[src/rtl/ncl_pkg.sv]
// Shared four-rail NCL definitions: rail count, NULL code, handshake states
// and the 1-of-4 code decoder used by the clocked sink.
package ncl_pkg;

  localparam int NCL_RAILS = 4;
  localparam logic [NCL_RAILS-1:0] NCL_NULL = 4'b0000;

  typedef enum logic {
    WAIT_DATA = 1'b0,
    WAIT_NULL = 1'b1
  } ncl_state_e;

  typedef struct packed {
    logic       valid;
    logic [1:0] idx;
  } ncl_dec_t;

  // valid is set only for exactly one rail high; idx is that rail's number
  function automatic ncl_dec_t ncl_decode(input logic [NCL_RAILS-1:0] code);
    ncl_dec_t r;
    r.valid = 1'b1;
    r.idx   = 2'd0;
    case (code)
      4'b0001: r.idx = 2'd0;
      4'b0010: r.idx = 2'd1;
      4'b0100: r.idx = 2'd2;
      4'b1000: r.idx = 2'd3;
      default: r.valid = 1'b0;
    endcase
    return r;
  endfunction

endpackage

[src/rtl/ncl_sync_vec.sv]
// Multi-flop synchroniser for an asynchronous rail vector, cleared by init.
module ncl_sync_vec #(
  parameter int WIDTH  = 4,
  parameter int STAGES = 2
) (
  input  logic             clk,
  input  logic             init,
  input  logic [WIDTH-1:0] d,
  output logic [WIDTH-1:0] q
);

  logic [WIDTH-1:0] stage_q [STAGES];
  logic [WIDTH-1:0] stage_d [STAGES];

  always_comb begin
    stage_d[0] = d;
    for (int i = 1; i < STAGES; i++) begin
      stage_d[i] = stage_q[i-1];
    end
  end

  always_ff @(posedge clk or posedge init) begin
    if (init) begin
      for (int i = 0; i < STAGES; i++) begin
        stage_q[i] <= '0;
      end
    end else begin
      for (int i = 0; i < STAGES; i++) begin
        stage_q[i] <= stage_d[i];
      end
    end
  end

  assign q = stage_q[STAGES-1];

endmodule

[src/rtl/ncl4_sync_sink.sv]
// Clocked sink for a 1-of-4 NCL pipeline: synchronises and filters the rails,
// captures DATA tokens into a valid/ready register and drives completion back.
module ncl4_sync_sink
  import ncl_pkg::*;
#(
  parameter int SYNC_STAGES   = 2,
  parameter int STABLE_CYCLES = 2,
  parameter int CNT_W         = 16
) (
  input  logic                 clk,
  input  logic                 init,
  input  logic [NCL_RAILS-1:0] rail_in,
  output logic                 ack_out,
  output logic [1:0]           dout,
  output logic                 dout_valid,
  input  logic                 dout_ready,
  output logic                 err,
  output logic [CNT_W-1:0]     tok_count
);

  localparam int CW = $clog2(STABLE_CYCLES + 1);

  logic [NCL_RAILS-1:0] s;
  logic [NCL_RAILS-1:0] prev_q, prev_d;
  logic [CW-1:0]        cnt_q, cnt_d, run_cnt;
  ncl_state_e           state_q, state_d;
  logic                 ack_q, ack_d;
  logic [1:0]           dout_q, dout_d;
  logic                 dout_valid_q, dout_valid_d;
  logic                 err_q, err_d;
  logic [CNT_W-1:0]     tok_count_q, tok_count_d;
  ncl_dec_t             dec;
  logic                 multi_hot, stable, slot_free;

  ncl_sync_vec #(
    .WIDTH (NCL_RAILS),
    .STAGES(SYNC_STAGES)
  ) u_sync (
    .clk (clk),
    .init(init),
    .d   (rail_in),
    .q   (s)
  );

  always_comb begin
    dec       = ncl_decode(s);
    multi_hot = (s != NCL_NULL) && !dec.valid;
    // run_cnt includes the current cycle, so a fresh code counts as one sample
    if (s != prev_q) begin
      run_cnt = CW'(1);
    end else if (cnt_q == CW'(STABLE_CYCLES)) begin
      run_cnt = cnt_q;
    end else begin
      run_cnt = cnt_q + CW'(1);
    end
    stable    = (run_cnt >= CW'(STABLE_CYCLES));
    slot_free = !dout_valid_q || dout_ready;

    prev_d       = s;
    cnt_d        = run_cnt;
    state_d      = state_q;
    dout_d       = dout_q;
    dout_valid_d = dout_valid_q && !dout_ready;
    err_d        = err_q;
    tok_count_d  = tok_count_q;

    case (state_q)
      WAIT_DATA: begin
        if (stable) begin
          if (dec.valid && slot_free) begin
            dout_d       = dec.idx;
            dout_valid_d = 1'b1;
            tok_count_d  = tok_count_q + CNT_W'(1);
            state_d      = WAIT_NULL;
          end else if (multi_hot) begin
            err_d = 1'b1;
          end
        end
      end
      WAIT_NULL: begin
        // dout_q still names the token being acknowledged here
        if (stable) begin
          if (s == NCL_NULL) begin
            state_d = WAIT_DATA;
          end else if (multi_hot || (dec.valid && (dec.idx != dout_q))) begin
            err_d = 1'b1;
          end
        end
      end
      default: state_d = WAIT_DATA;
    endcase

    ack_d = (state_d == WAIT_NULL);
  end

  always_ff @(posedge clk or posedge init) begin
    if (init) begin
      prev_q       <= NCL_NULL;
      cnt_q        <= '0;
      state_q      <= WAIT_DATA;
      ack_q        <= 1'b0;
      dout_q       <= 2'd0;
      dout_valid_q <= 1'b0;
      err_q        <= 1'b0;
      tok_count_q  <= '0;
    end else begin
      prev_q       <= prev_d;
      cnt_q        <= cnt_d;
      state_q      <= state_d;
      ack_q        <= ack_d;
      dout_q       <= dout_d;
      dout_valid_q <= dout_valid_d;
      err_q        <= err_d;
      tok_count_q  <= tok_count_d;
    end
  end

  assign ack_out    = ack_q;
  assign dout       = dout_q;
  assign dout_valid = dout_valid_q;
  assign err        = err_q;
  assign tok_count  = tok_count_q;

endmodule

[config.mk]
export PLATFORM = sky130hd
export DESIGN_NAME = ncl4_sync_sink
export DESIGN_NICKNAME = d
export VERILOG_FILES = /design/src/rtl/ncl_pkg.sv /design/src/rtl/ncl_sync_vec.sv /design/src/rtl/ncl4_sync_sink.sv
export SDC_FILE = /design/constraint.sdc
export NUM_CORES = 1
export LEC_CHECK = 0
export CAP_MARGIN = 20
export CORE_MARGIN = 2
export CORE_UTILIZATION = 55
export DETAILED_ROUTE_END_ITERATION = 12
export GPL_TIMING_DRIVEN = 0
export PLACE_DENSITY_LB_ADDON = 0.08
export SLEW_MARGIN = 30
export SYNTH_ARGS = -nofsm -noshare
export SYNTH_HDL_FRONTEND = slang
export SYNTH_HIERARCHICAL = 1
export SYNTH_SLANG_ARGS = --single-unit
[constraint.sdc]
create_clock -name clk -period 3.85 [get_ports clk]
set_input_delay 1.155 -clock clk [delete_from_list [all_inputs] [get_ports clk]]
set_output_delay 1.155 -clock clk [all_outputs]
set_load 0.005 [all_outputs]
==> PnR_summary.wiki <==
{| class="wikitable"
! Metric !! Value
|-
| Run status || finished clean
|-
| Post-layout power || 772 uW
|-
| Reported leakage power || between 0.8 and 0.9 nW
|-
| Number of vias in the routed layout || 1006
|-
| Share of flip-flops with an asynchronous set or reset after synthesis || 100%
|-
| Synth Area in Simple Gates || roughly 20%
|-
| Drt wl/cell || 14.4 um
|-
| Data arrival time of the critical path || around 2.9 ns
|-
| Parity-gate share of the synthesized area counting xor and xnor cells || 12.5%
|-
| Hold/Removal Path Class || reg -> reg
|-
| Die span in x || around 57 um
|-
| Placed insts || 179
|-
| Total detailed-routing wirelength || ~2700 um
|-
| Switching power || slightly above 200 uW
|-
| Num ports || 28
|-
| Share of power burned in the clock network || 25.8%
|-
| Internal Dissipation || 569 uW
|-
| Cell chosen for the clock root || sky130_fd_sc_hd__clkbuf_4
|-
| Max Slew Vio Count || 0
|-
| Cell types with the largest area share after synthesis || sky130_fd_sc_hd__dfrtp_1 (57%), sky130_fd_sc_hd__xnor2_1 (9.1%), sky130_fd_sc_hd__xor2_1 (2.3%)
|-
| Maximum number of pins on one net before global-route repair || 28
|-
| Biggest area consumer among synthesized cells || sky130_fd_sc_hd__dfrtp_1
|-
| Worst setup SP type || input port
|-
| Number of warnings printed during yosys synthesis || 6
|-
| Wire length of the first global-routing pass || 4570 um
|-
| Number of register bits inferred by synthesis || 35
|-
| Final weighted congestion in routability-driven placement || around 0.8
|-
| Most frequent cell after synthesis || sky130_fd_sc_hd__dfrtp_1
|-
| Share of synthesized area spent on multiplexers || about 2.2%
|-
| RSZ-0062 raised after global routing || false
|-
| # setup viols final || 0
|-
| Area after detailed placement || approximately 0.0018 mm^2
|-
| Initial DRT Pass Iterations || 4
|-
| Total DRC errors in the routed layout || 0
|-
| Total Routing Usage GR || 19.0%
|-
| Synth Area in Compound Gates || roughly 3.3%
|-
| Number of distinct library cell variants in the gate-level netlist after synthesis || 33
|-
| Least-Margin Pin Slew || ~0.64 ns
|-
| Summed instance area of the synthesized netlist || 0.00153 mm^2
|-
| Worst slack after detailed placement || ~0.84 ns
|-
| Largest family of logic cells by synthesized area || simple AND/OR/NAND/NOR gates
|-
| Placeable core area || 0.00271 mm^2
|-
| Longest Clk Path Bufs || 2
|-
| Flop pwr share || ~56%
|-
| Final nets || around 160
|-
| Depth of the CTS H-tree || 2
|-
| Part of the cycle the worst path needs || between 60% and 70%
|-
| Layout cell share with drive strength beyond 1 || between 15 and 20%
|-
| Power per cell area || approximately 410 mW/mm^2
|-
| Final TNS setup || 0 ns
|-
| Setup WS post-layout || 1.20 ns
|-
| Cell Count, Final, Fillers Out || roughly 190
|-
| Final Hold Vio Count || 0
|-
| Post-synthesis sequential area ratio || between 50% and 60%
|-
| Number of vias per cell after detailed routing || 5.41
|-
| Post-route cell area || between 0.0015 and 0.002 mm^2
|-
| Number of buffers inserted by hold repair at cts || 0
|-
| Post-route minimum period || 2.65 ns
|-
| Antenna violation net count after detailed routing || 0
|-
| Final antenna diode count || 0
|-
| Main flop type after synthesis || sky130_fd_sc_hd__dfrtp_1
|-
| Rel. slew slack || between 50% and 60%
|-
| Post-synth EDFFs || 0
|-
| Largest clock skew in the final design || ~0.0074 ns
|-
| Post-Synthesis Mean Instance Area || 12.7 um^2
|-
| DR iter-0 viols || 31
|-
| Number of buffers inserted by port buffering || 27
|-
| Buffers inserted during post-CTS setup optimization || 0
|-
| Die height || 56.8 um
|-
| Critical-path maximum fanout || 4
|-
| Starting density of the core || a little under three fifths
|-
| Later-pin clock latency in the skew report || 0.34 ns
|-
| Share of total power in combinational logic || between 15 and 20%
|-
| Site Rows || 19
|-
| Number of nets produced by synthesis || 130
|-
| Clock transition at path regs || 0.10 ns
|-
| Crit end category || register
|-
| Max-cap violations || 0
|-
| CTS sink count || 35
|-
| Synthesized instance count || 121
|-
| Vias in the first global route || between 1000 and 1500
|-
| Peak VDD IR || 0.339 mV
|-
| Floorplan die area || ~0.0032 mm^2
|-
| Data required time at the worst endpoint || around 4.1 ns
|-
| # resized after CTS || 0
|-
| Cts bufs inserted || 5
|-
| List of most frequent post-synthesis cells || sky130_fd_sc_hd__dfrtp_1 (35), sky130_fd_sc_hd__xnor2_1 (16), sky130_fd_sc_hd__nand2_1 (8), sky130_fd_sc_hd__inv_1 (7), sky130_fd_sc_hd__nand3_1 (6)
|-
| Detailed placer's ending HPWL || roughly 2000 um
|-
| Timing-limited maximum frequency || around 380 MHz
|-
| Crit Path Class || in -> reg
|-
| Switching share of power || around a quarter
|-
| Share of the synthesized area in the top cell type || a little under three fifths
|-
| Number of antenna violations at the first check in global routing || 0
|-
| Post-synthesis adder-cell area fraction || under 10%
|-
| Grt ovf || 0
|-
| Clock tree from TritonCTS || done
|-
| Area Overhead vs Synth || 23.8%
|}
state kept, by name, indices dropped and copies added (netlist names):
| name | count |
|---|---|
| dout_valid | 1 |
| err | 1 |
| u_sync/stage_d | 4 |
| cnt_q | 2 |
| ack_out | 1 |
| u_sync/q | 4 |
| tok_count | 16 |
| prev_q | 4 |
| dout | 2 |
layout make-up:
class	count	area [um^2]
sequential	35	876
clock inverter	1	5.00
buffer	3	30.0
tap	31	38.8
clock buffer	6	51.3
timing repair buffer	27	270
multi-input combinational	76	602
fill	222	811
inverter	7	26.3
final timing paths:
path | from | endpoint | slack (ns) | cells past startpoint
setup reg to reg | u_sync/q[1] | dout[0] | 1.82 | 5
hold / removal | u_sync/stage_d[1] | u_sync/q[1] | 0.36 | 0
hold reg to reg | u_sync/stage_d[1] | u_sync/q[1] | 0.36 | 0
setup / recovery | dout_ready | tok_count[7] | 1.20 | 6
max in group asynchronous | init | tok_count[6] | 2.28 | 2
min in group asynchronous | init | u_sync/stage_d[0] | 1.08 | 2
critical path, stage by stage:
cell	delay (ns)
sky130_fd_sc_hd__clkdlybuf4s50_1	0.45
sky130_fd_sc_hd__or2b_2	0.14
sky130_fd_sc_hd__nand4_1	0.17
sky130_fd_sc_hd__nor4_1	0.61
sky130_fd_sc_hd__nand4_1	0.20
sky130_fd_sc_hd__xnor2_1	0.16
layer usage:
metal	global-route usage [%]	share of wire (%)	vias up
met5	0	0	-
met1	24.1	45	491
met4	7.97	2.1	0
met3	8.06	5.8	6
met2	28.7	47	30
li1	-	-	479
layout by cell type, fill, tap and decap left out, types with 4 or more instances in the layout:
master	n
sky130_fd_sc_hd__dfrtp_1	35
sky130_fd_sc_hd__clkdlybuf4s50_1	27
sky130_fd_sc_hd__xnor2_1	16
sky130_fd_sc_hd__nand2_1	8
sky130_fd_sc_hd__nand3_1	6
sky130_fd_sc_hd__inv_1	6
sky130_fd_sc_hd__nor2_1	5
sky130_fd_sc_hd__clkbuf_4	5
sky130_fd_sc_hd__nand4_1	4
sky130_fd_sc_hd__xor2_1	4
cells by family (layout without fill, tap and decap cells):
family          count (synthesis)  after routing
fa+ha+maj                       2              2
simple gates                   44             44
flops                          35             35
xor+xnor                       21             21
compound gates                  6              6
buf+inv                        10             44
mux                             3              3
through the flow:
step,util [%],hold slack [ns]
floorplan,-,0.331
global placement,68.0,0.333
detailed placement,68.0,0.336
CTS,70.1,0.359
global route,70.1,0.366
finish,70.1,0.356
power groups by stage:
stage | Combinational [mW] | Clock [mW] | Sequential [mW]
final | 0.138 | 0.199 | 0.435
after global routing | 0.153 | 0.221 | 0.440
after CTS | 0.140 | 0.207 | 0.435
after global placement | 0.135 | 0 | 0.438
after floorplan | 0.0694 | 0 | 0.438
after detailed placement | 0.139 | 0 | 0.442
(Power assumes the default switching activity.)
